File: src/rtl/ad9648_spi_pkg.sv
// Shared types, frame layout and power-up register table for the AD9648 SPI sequencer.
// The last table entry must stay the transfer-update write (0x0FF = 0x01).
package ad9648_spi_pkg;

    localparam int ADDR_W = 13;
    localparam int DATA_W = 8;

    typedef enum logic [2:0] {
        ST_IDLE      = 3'd0,
        ST_LOAD      = 3'd1,
        ST_START     = 3'd2,
        ST_WAIT_DONE = 3'd3,
        ST_GAP       = 3'd4
    } state_e;

    // 24-bit instruction + data frame as shifted out MSB first
    typedef struct packed {
        logic              rw;
        logic [1:0]        w;
        logic [ADDR_W-1:0] addr;
        logic [DATA_W-1:0] data;
    } spi_frame_t;

    localparam int INIT_LEN = 8;

    localparam spi_frame_t INIT_TABLE [INIT_LEN] = '{
        '{1'b0, 2'b00, 13'h000, 8'h3C},
        '{1'b0, 2'b00, 13'h005, 8'h03},
        '{1'b0, 2'b00, 13'h008, 8'h00},
        '{1'b0, 2'b00, 13'h014, 8'h01},
        '{1'b0, 2'b00, 13'h015, 8'h00},
        '{1'b0, 2'b00, 13'h016, 8'h00},
        '{1'b0, 2'b00, 13'h017, 8'h00},
        '{1'b0, 2'b00, 13'h0FF, 8'h01}
    };

    function automatic spi_frame_t write_frame(input logic [ADDR_W-1:0] waddr,
                                               input logic [DATA_W-1:0] wdata);
        write_frame = '{rw: 1'b0, w: 2'b00, addr: waddr, data: wdata};
    endfunction

    // Out-of-range indices read as an all-zero frame rather than wrapping
    function automatic spi_frame_t init_entry(input logic [5:0] idx);
        init_entry = '0;
        for (int k = 0; k < INIT_LEN; k++) begin
            if (idx == 6'(k)) begin
                init_entry = INIT_TABLE[k];
            end
        end
    endfunction

endpackage

File: src/rtl/ad9648_spi_sequencer_spi_gap_timer.sv
// Loadable down-counter; expired is high whenever the count sits at zero.
// Shared by the chip-select gap and the optional done watchdog.
module spi_gap_timer #(
    parameter int W = 4
) (
    input  logic         clk,
    input  logic         rst_n,
    input  logic         load,
    input  logic [W-1:0] load_val,
    input  logic         en,
    output logic         expired
);

    logic [W-1:0] count;

    // NOTE: sequential state uses non-blocking assignments so every flop samples pre-edge values.
    always_ff @(posedge clk or negedge rst_n) begin
        if (!rst_n) begin
            count <= '0;
        end else if (load) begin
            count <= load_val;
        end else if (en && count != '0) begin
            count <= count - W'(1);
        end
    end

    assign expired = (count == '0);

endmodule

File: src/rtl/ad9648_spi_sequencer.sv
// Walks the AD9648 init table, then serves single host register writes over the SPI frame engine.
// Optional watchdog on spi_done_i: define AD9648_SPI_SEQ_TIMEOUT_EN.
module ad9648_spi_sequencer
    import ad9648_spi_pkg::*;
#(
    parameter int NUM_CMDS       = INIT_LEN,
    parameter int GAP_CYCLES     = 4,
    parameter int TIMEOUT_CYCLES = 1024
) (
    input  logic              clk_i,
    input  logic              rst_clk_n_i,
    input  logic              init_start_i,
    input  logic              host_req_i,
    input  logic [ADDR_W-1:0] host_addr_i,
    input  logic [DATA_W-1:0] host_data_i,
    output logic              host_ack_o,
    output logic              spi_start_o,
    output logic [23:0]       spi_word_o,
    input  logic              spi_done_i,
    output logic              init_done_o,
    output logic              busy_o,
    output logic              err_o,
    output logic [5:0]        cmd_idx_o
);

    localparam logic [2:0] IDLE      = ST_IDLE;
    localparam logic [2:0] LOAD      = ST_LOAD;
    localparam logic [2:0] START     = ST_START;
    localparam logic [2:0] WAIT_DONE = ST_WAIT_DONE;
    localparam logic [2:0] GAP       = ST_GAP;

    localparam int         TIMER_MAX = (GAP_CYCLES > TIMEOUT_CYCLES) ? GAP_CYCLES : TIMEOUT_CYCLES;
    localparam int         TIMER_W   = $clog2(TIMER_MAX + 1);
    localparam logic [5:0] LAST_IDX  = 6'(NUM_CMDS - 1);

    logic [2:0]         state;
    logic               src_host;
    logic [5:0]         idx;
    spi_frame_t         word;
    logic               init_done;
    logic               tmr_load;
    logic               tmr_en;
    logic [TIMER_W-1:0] tmr_load_val;
    logic               tmr_expired;
    logic               wd_timeout;

    // NOTE: every always_comb output gets a default first so no path can infer a latch.
    always_comb begin
        tmr_load     = (state == WAIT_DONE) && spi_done_i;
        tmr_load_val = TIMER_W'(GAP_CYCLES);
        tmr_en       = (state == GAP);
`ifdef AD9648_SPI_SEQ_TIMEOUT_EN
        if (state == START) begin
            tmr_load     = 1'b1;
            tmr_load_val = TIMER_W'(TIMEOUT_CYCLES - 1);
        end
        tmr_en = (state == GAP) || (state == WAIT_DONE);
`endif
    end

    spi_gap_timer #(
        .W (TIMER_W)
    ) u_timer (
        .clk      (clk_i),
        .rst_n    (rst_clk_n_i),
        .load     (tmr_load),
        .load_val (tmr_load_val),
        .en       (tmr_en),
        .expired  (tmr_expired)
    );

`ifdef AD9648_SPI_SEQ_TIMEOUT_EN
    logic err;

    assign wd_timeout = (state == WAIT_DONE) && !spi_done_i && tmr_expired;

    always_ff @(posedge clk_i or negedge rst_clk_n_i) begin
        if (!rst_clk_n_i) begin
            err <= 1'b0;
        end else if (wd_timeout) begin
            err <= 1'b1;
        end
    end

    assign err_o = err;
`else
    assign wd_timeout = 1'b0;
    assign err_o      = 1'b0;
`endif

    always_ff @(posedge clk_i or negedge rst_clk_n_i) begin
        if (!rst_clk_n_i) begin
            state     <= IDLE;
            src_host  <= 1'b0;
            idx       <= '0;
            word      <= '0;
            init_done <= 1'b0;
        end else begin
            case (state)
                IDLE: begin
                    // Init wins over a simultaneous host request
                    if (init_start_i && !init_done) begin
                        src_host <= 1'b0;
                        idx      <= '0;
                        state    <= LOAD;
                    end else if (host_req_i && init_done) begin
                        src_host <= 1'b1;
                        state    <= LOAD;
                    end
                end
                LOAD: begin
                    word  <= src_host ? write_frame(host_addr_i, host_data_i) : init_entry(idx);
                    state <= START;
                end
                START: begin
                    state <= WAIT_DONE;
                end
                WAIT_DONE: begin
                    if (spi_done_i) begin
                        state <= GAP;
                    end else if (wd_timeout) begin
                        state <= IDLE;
                    end
                end
                GAP: begin
                    if (tmr_expired) begin
                        if (src_host) begin
                            state <= IDLE;
                        end else if (idx < LAST_IDX) begin
                            idx   <= idx + 6'd1;
                            state <= LOAD;
                        end else begin
                            init_done <= 1'b1;
                            state     <= IDLE;
                        end
                    end
                end
                default: begin
                    state <= IDLE;
                end
            endcase
        end
    end

    // Ack lands in the very cycle the engine reports done (or the watchdog fires)
    assign host_ack_o  = src_host && (state == WAIT_DONE) && (spi_done_i || wd_timeout);
    assign spi_start_o = (state == START);
    assign spi_word_o  = word;
    assign init_done_o = init_done;
    assign busy_o      = (state != IDLE);
    assign cmd_idx_o   = idx;

endmodule

File: config.mk
export PLATFORM = sky130hd
export DESIGN_NAME = ad9648_spi_sequencer
export DESIGN_NICKNAME = d
export VERILOG_FILES = /design/src/rtl/ad9648_spi_pkg.sv /design/src/rtl/ad9648_spi_sequencer_spi_gap_timer.sv /design/src/rtl/ad9648_spi_sequencer.sv
export SDC_FILE = /design/constraint.sdc
export NUM_CORES = 1
export LEC_CHECK = 0
export CAP_MARGIN = 30
export CELL_PAD_IN_SITES_DETAIL_PLACEMENT = 1
export CELL_PAD_IN_SITES_GLOBAL_PLACEMENT = 2
export CORE_ASPECT_RATIO = 1.1
export CORE_MARGIN = 8
export CORE_UTILIZATION = 25
export CTS_BUF_LIST = sky130_fd_sc_hd__clkbuf_2 sky130_fd_sc_hd__clkbuf_4 sky130_fd_sc_hd__clkbuf_8
export DETAILED_ROUTE_END_ITERATION = 10
export PLACE_DENSITY_LB_ADDON = 0.1
export SETUP_SLACK_MARGIN = 0.5
export SLEW_MARGIN = 10
export SYNTH_ARGS = -nofsm -noshare
export SYNTH_HDL_FRONTEND = slang
export SYNTH_HIERARCHICAL = 1
export SYNTH_SLANG_ARGS = --single-unit
File: constraint.sdc
create_clock -name clk_i -period 4.89 [get_ports clk_i]
set_clock_uncertainty 0.2 [all_clocks]
set_input_delay 0.489 -clock clk_i [delete_from_list [all_inputs] [get_ports clk_i]]
set_output_delay 0.489 -clock clk_i [all_outputs]
set_load 0.05 [all_outputs]
Word level (Yosys, flattened, before mapping)
Cells that the tools add are included.

Add/sub/neg operators: 2. $mul: 0. Divide/modulo/power cells: 0. Magnitude comparators: 1. Equal/unequal tests: 17. Shifts and indexed selects: 0. Mux-type cells: 25. Bitwise gates (word level): 2. Reduce and logical (&&, ||, !) cells: 19.

Operators by type and width (number): two-way mux 24 bit (8); two-way mux 6 bit (5); equality test 6 x 3 -> 1 bit, second input constant (4); two-way mux 11 bit (2); one-hot mux 3 bit (5 select lines) (1); equality test 6 x 2 -> 1 bit, second input constant (2); two-way mux 3 bit (4); one-hot mux 6 bit (2 select lines) (1); logical NOT 11 bit (1); nonzero test 11 bit (1); subtractor 11 x 1 -> 11 bit, second input constant (1); inequality test 2 bit, second input constant (5); adder 6 x 1 -> 6 bit, second input constant (1); equality test 3 x 2 -> 1 bit, second input constant (2); equality test 6 x 1 -> 1 bit, second input constant (1); logical AND 1 bit (6); logical NOT 6 bit (1); less-than comparator 6 x 3 -> 1 bit, second input constant (1); nonzero test 2 bit (3); AND reduction 5 bit (1); two-way mux 1 bit (4); AND reduction 4 bit (1); equality test 3 x 1 -> 1 bit, second input constant (1); equality test 3 bit, second input constant (1); 7 further kinds (8).

Register bits after elaboration: 46. Latch bits: 0. RAM bits: 0. Memory bits (read-only): 0. Bits of input ports: 26. Output and inout bits: 35. Logic and storage cells: 75. Memories kept: 0.

Depth between registers and ports, before layout
Gate-level depths: netlist of the first run.

Depth after elaboration: 10. Mapped depth: 8. Mapped depth without buffers: 8.

Cells and area by module
Netlist of the first run, hierarchy kept.

Modules (own cells, without submodules): ad9648_spi_sequencer (times used 1, cells an instance 184, area an instance 1690.4 µm², sequential area each 800.8 µm²); spi_gap_timer (times used 1, cells an instance 75, area an instance 706.9 µm², sequential area each 275.3 µm²).

Worst setup path after synthesis of the first run
Ideal clock, no wire load.

Path type: register -> output. From: register state[0]. To: output port spi_start_o. Arrival time: 1.664 ns. Required time: 4.201 ns. Setup slack: 2.537 ns. Cell stages (with the launch flop): 3. Path buffers: 1. Cell sequence: dfrtp_1 -> buf_2 -> nor3b_1.

Word-level cells in the longest chain between the ends: 1.

Ends and longest elaborated chain: start, declared (RTL line ad9648_spi_sequencer.sv:36) `logic [2:0] state;`; start signal, assigned (RTL line ad9648_spi_sequencer.sv:93) `state <= IDLE;`; start signal, assigned (RTL line ad9648_spi_sequencer.sv:105) `state <= LOAD;`; start signal, assigned (RTL line ad9648_spi_sequencer.sv:108) `state <= LOAD;`; equality test 3 x 2 -> 1 bit (RTL line ad9648_spi_sequencer.sv:147) `assign spi_start_o = (state == START);`; end, declared (RTL line ad9648_spi_sequencer.sv:17) `output logic spi_start_o,`.

Every way passes these cells.

Final worst setup path of the first run
From: input port spi_done_i. To: output port host_ack_o.

Word-level cells in the longest chain between the ends: 1.

Ends and longest elaborated chain: start, declared (RTL line ad9648_spi_sequencer.sv:19) `input logic spi_done_i,`; logical AND 1 bit (RTL line ad9648_spi_sequencer.sv:146) `assign host_ack_o = src_host && (state == WAIT_DONE) && (spi_done_i || wd_timeout);`; end, declared (RTL line ad9648_spi_sequencer.sv:16) `output logic host_ack_o,`.

Every way passes these cells.

==> results of run 1 <==
-- worst max-delay path by stage --
stage | startpoint | end | slack (ns) | cells past startpoint
after floorplan | state[0]$_DFFE_PN0P_ | spi_start_o | 2.54 | 2
after global placement | spi_done_i | host_ack_o | 1.82 | 5
after detailed placement | spi_done_i | host_ack_o | 1.81 | 5
after CTS | spi_done_i | host_ack_o | 1.80 | 5
after global routing | spi_done_i | host_ack_o | 1.72 | 5
final | spi_done_i | host_ack_o | 1.83 | 5
-- power by group --
part	total [mW]	leakage, nW	switching, mW	internal (mW)
Sequential	0.585	0.539	0.123	0.462
Clock	0.229	0.0477	0.131	0.0981
Combinational	0.788	0.712	0.497	0.291
Total	1.60	1.30	0.750	0.852
-- per-stage QoR --
stage,instance area [um2],worst slack (ns)
detailed placement,3070,1.81
floorplan,2450,2.54
CTS,3160,1.80
global route,3160,1.72
global placement,3070,1.82
finish,3160,1.83
-- layout make-up --
class / instances / area, um2 / area share
clock buffers: 5 / 68.8 / 0.0218
clock inverters: 3 / 15.0 / 0.00476
inverters: 8 / 30.0 / 0.00951
repair buffers: 60 / 586 / 0.185
multi-input cells: 202 / 1230 / 0.391
flip-flops and latches: 43 / 1080 / 0.341
well taps: 117 / 146 / 0.0464
-- worst register-to-register path, stage by stage, from the launching register on --
cell,delay [ns]
dfrtp_1,0.53
or3b_4,0.49
inv_1,0.16
nand4bb_1,0.14
a2111oi_0,0.50
xor2_1,0.14
mux2_2,0.28
-- layer usage --
layer	routed length, um	global-route usage
met5	0	0
met4	85	0.0330
met3	364	0.0250
met2	3260	0.183
met1	3170	0.135
-- cells by family after synthesis --
kind of cell,Yosys count,synth area share
buffers and inverters,27,0.0564
and+or+nand+nor,103,0.244
muxes,3,0.0151
DFF,43,0.449
xor gates and xnor gates,5,0.0183
adders and majority gates,5,0.0261
other,2,0.00313
AOI/OAI and AO/OA,71,0.188
-- sequential cells by signal, indices dropped and copies added, names as in the netlist --
register,flops
spi_word_o,21
u_timer/count,11
cmd_idx_o,6
state,3
init_done_o,1
src_host,1
-- cells in the mapped netlist (all sizes together) (3+ instances only) --
cell,count,share of area
or3,3,0.0099
ha,5,0.026
inv,8,0.013
nand2b,4,0.010
o21ai,15,0.031
dfrtp,43,0.45
a2111oi,3,0.016
a21oi,31,0.065
nor3b,4,0.015
clkbuf,8,0.013
buf,11,0.031
nand2,33,0.052
nor2,24,0.042
nand3,8,0.017
xnor2,4,0.015
nor4b,3,0.020
nor2b,4,0.010
nor3,9,0.028
-- layout by cell type, fill, tap and decap left out, drive strengths merged, types with 8 or more instances in the layout --
cell	count
o21ai	15
inv	8
nor3	9
nand2	33
nor2	24
clkdlybuf4s50	55
conb	15
dfrtp	43
a21oi	31
nand3	8
==> metrics.cfg, run 1 <==
[clock_network]
cts_buffers = 5
post-cts-setup-buffers = 0
cts.htree.levels = 2
cts_tree = yes
cts_max_path_buffers = 2
hold_buffers = 0
cts_resized = 0
clk_pin_slew_ns = 0.09
clock_sinks = 43
cts_root_buffer = clkbuf_8
insertion_delay_ns = 0.30

[timing]
hold_violations = 0
holdWs_ns = 0.0600
max_slew.worst_pin.slew_ns = 0.839
setup_viol = 0
rsz0062_at_grt = no
fin_crit_sh = 0.625
post-route-min-period_ns = 3.06
max_slew_margin = 0.440
setup_tns_ns = 0
max_freq_ghz = 0.327
maxSlewViolCount = 0

[setup_path]
regToRegEndpoint = u_timer/count[8]$_DFFE_PN0P_
rr_worst_depth = 6
regToRegSetupSlack_ns = 2.34
required_ns = 4.20
path_class = primary input to output pin
arrival_ns = 2.37
critPathLaunchType = primary input
path_cells = clkdlybuf4s50_1 -> and4b_1 -> buf_4 -> and2_1 -> clkdlybuf4s50_1
worst_path_most_repeated_cell = clkdlybuf4s50_1
crit_slowest_cell = clkdlybuf4s50_1
path_delay_family = buffers and inverters
timing.rr.start = state[2]$_DFFE_PN0P_
endpoint_kind = output pin
path_buf_inv = 3
max_stage_delay_ns = 0.80
crit_fanout = 25

[grt]
grt_max_degree = 44
grt-ovfl-total = 0
first_global_vias = 2250
grt_pass1_wl_mm = 11.5
grt_antenna_before_repair = 0
grt_usage = 0.109

[yosys]
ys_ff_latch = 43
synth_area_um2 = 2400
synth.distinct_cells = 63
synth-edff-count = 0
synth-async-reset-ratio = 1.00
ys.flop_type = dfrtp_1
synth_area_per_cell_um2 = 9.26
yosys_warnings = 6
syn_inst = 259
yosysSeqAreaShare = 0.449

[floorplan]
die_area_um2 = 13000
rows = 37
coreArea_um2 = 9350
pin_count = 61
die_w_um = 109
die_height_um = 119
initial_core_util = 0.256

[flow_run]
max-cap-violations = 0

[routing]
routed_wl_mm = 6.88
detail_route.vias_per_cell = 4.72
num_vias = 2067
drc_errors = 0
drt_iter0_drc = 61
postRouteAntennaNets = 0
dr.pass1.iters = 4
post_drt_wl_per_cell_um = 15.7

[pwr]
p_per_area_nw_per_um2 = 507
irDropWorstVdd_v = 0.000152
leakage_nw = 1.30
power_mw = 1.60

[layout]
utilization = 0.338
synthToLayoutAreaGrowth_pct = 31.7
drive_gt1_frac = 0.0872
diodes = 0
layout.nets = 351
nFillCells = 1100
instances_no_fill = 438

[placed_design]
dpl.cell_count = 430
io_buffers = 56
dp_hpwl_mm = 4.96
gp_congestion = 0.715

[outcome]
status = complete, no violations

[worst_hold_path]
min_path_type = primary input to asynchronous set/reset pin

No activity file was read; power rests on OpenSTA's default activity.
==> run 2, diff against run 1 <==
- clock period: 4.89 -> 2.46 ns (I/O delays scaled with it)
==> run 2 against run 1 <==
Against the previous run:
- register-to-register slack worse by 1.9 ns
- sequential power up 91%
- flip-flop and latch count unchanged
- utilization is 4.7 points higher
- setup slack worse by 1.4 ns
- combinational power grew to 2.6 times the previous value
- count of clock-buffer cells in the layout grew 1
- die area unchanged
- cell area is 14% higher
- hold slack improved by 0.17 ns
- first-iteration DRC count shrank 33%
- critical path type is now register to register
- critical endpoint is now u_timer/count[9]$_DFFE_PN0P_
- largest power group unchanged
==> metrics.cfg, run 2 (same netlist as run 1, synthesis figures left out) <==
[timing]
setup_viol = 0
rsz0062_at_grt = yes
fin_crit_sh = 0.841
max_slew_margin = 0.642
post-route-min-period_ns = 2.07
maxSlewViolCount = 0
max_slew.worst_pin.slew_ns = 0.536
setup_tns_ns = 0
max_freq_ghz = 0.483
worst_slack_ns = 0.391
hold_violations = 0

[setup_path]
crit_fanout = 3
path_class = register to register
critPathLaunchType = register
required_ns = 2.46
endpoint_kind = register
arrival_ns = 2.07

[floorplan]
initial_core_util = 0.256
pin_count = 61
rows = 37
die_height_um = 119
die_w_um = 109
die_area_um2 = 13000
coreArea_um2 = 9350

[pwr]
p_per_area_nw_per_um2 = 1030
irDropWorstVdd_v = 0.000385
leakage_nw = 1.57

[routing]
postRouteAntennaNets = 0
detail_route.vias_per_cell = 4.70
drc_errors = 0
routed_wl_mm = 7.62
num_vias = 2170
post_drt_wl_per_cell_um = 16.5
drt_iter0_drc = 41
dr.pass1.iters = 4

[clock_network]
clock_sinks = 43
clk_pin_slew_ns = 0.09
cts.htree.levels = 2
cts_max_path_buffers = 2
cts_buffers = 5
cts_tree = yes
insertion_delay_ns = 0.30
cts_root_buffer = clkbuf_8

[layout]
nFillCells = 1074
diodes = 0
synthToLayoutAreaGrowth_pct = 50.1
drive_gt1_frac = 0.238
largest_reg_flops = 21
seq_area_um2 = 1080
final_common_cell = clkdlybuf4s50_1
layout.nets = 375
final_cell_mix = 40 x clkdlybuf4s50_1, 39 x dfrtp_1, 32 x nand2_1
multi_input_area_um2 = 1420

[grt]
first_global_vias = 2232
grt_usage = 0.115
grt_pass1_wl_mm = 12.0
grt-ovfl-total = 0
grt_max_degree = 29
grt_antenna_before_repair = 0

[placed_design]
pre_cts_ws_ns = 0.104
io_buffers = 56
dp_hpwl_mm = 5.32
gp_congestion = 0.780

[worst_hold_path]
min_path_type = primary input to asynchronous set/reset pin

[outcome]
status = complete, no violations

[flow_run]
max-cap-violations = 0

[run 2: cell types whose count changed in the layout (fill, tap and decap cells not counted), moves of 3 or more]
cell / change
buf_4: +21
clkdlybuf4s50_1: -15
dlygate4sd2_1: +7
dlymetal6s2s_1: +5
dfrtp_1: -4
dfrtp_2: +4
inv_1: -4
a2111oi_4: +3
ha_1: -3
[run 2: metrics by stage]
stage | util | hold slack (ns) | instances | instance area, um2 | power, mW
after global routing | 0.385 | 0.254 | 462 | 3600 | 3.96
after CTS | 0.365 | 0.232 | 453 | 3410 | 3.58
final | 0.385 | 0.230 | 462 | 3600 | 3.72
after floorplan | - | -0.250 | 272 | 2460 | 2.31
after detailed placement | 0.339 | 0.0138 | 439 | 3170 | 2.87
after global placement | 0.339 | 0.0105 | 439 | 3170 | 2.85
[run 2: final cells by class]
class / count / share of cell area
inverter: 8 / 0.0101
sequential: 43 / 0.301
clock buffer: 6 / 0.0230
clock inverter: 2 / 0.00974
timing repair buffer: 84 / 0.221
multi-input combinational: 202 / 0.395
tap: 117 / 0.0407
[run 2: final timing paths]
check | cells after the start | from | to | slack (ns)
setup reg to reg | 6 | state[0]$_DFFE_PN0P_ | u_timer/count[9]$_DFFE_PN0P_ | 0.39
hold / removal | 2 | rst_clk_n_i | spi_word_o[0]$_DFFE_PN0P_ | 0.23
setup / recovery | 6 | state[0]$_DFFE_PN0P_ | u_timer/count[9]$_DFFE_PN0P_ | 0.39
max in group asynchronous | 3 | rst_clk_n_i | u_timer/count[8]$_DFFE_PN0P_ | 1.33
hold reg to reg | 2 | spi_word_o[16]$_DFFE_PN0P_ | spi_word_o[16]$_DFFE_PN0P_ | 0.28
min in group clk_i | 2 | spi_word_o[16]$_DFFE_PN0P_ | spi_word_o[16]$_DFFE_PN0P_ | 0.28
[run 2: timing repair]
item                                   in CTS  in global routing
resized for setup                          26                 29
pin swaps                                   6                 12
endpoints found under the hold margin      15                  0
setup endpoints to repair                  22                 28
buffers inserted                            5                  9
hold buffers                                1                  0
[run 2: worst max-delay path, cell delays in order (launching register included)]
cell and delay, ns:
dfrtp_1 0.39, or3b_4 0.41, inv_4 0.07, or4b_4 0.47
a2111oi_4 0.21, xnor2_1 0.15, o21ai_1 0.07
[run 2: layer usage]
| layer | routed length [um] | vias to the layer above | track usage |
|---|---|---|---|
| met5 | 0 | - | 0 |
| met4 | 83 | 0 | 0.0355 |
| met3 | 433 | 7 | 0.0239 |
| met2 | 3550 | 50 | 0.189 |
| met1 | 3550 | 1048 | 0.145 |
| li1 | - | 1065 | - |
[run 2: power breakdown]
part	leakage, nW	switching (mW)	internal [mW]
clock	0.0612	0.258	0.329
sequential	0.533	0.202	0.921
combinational	0.973	1.22	0.792
total	1.57	1.68	2.04
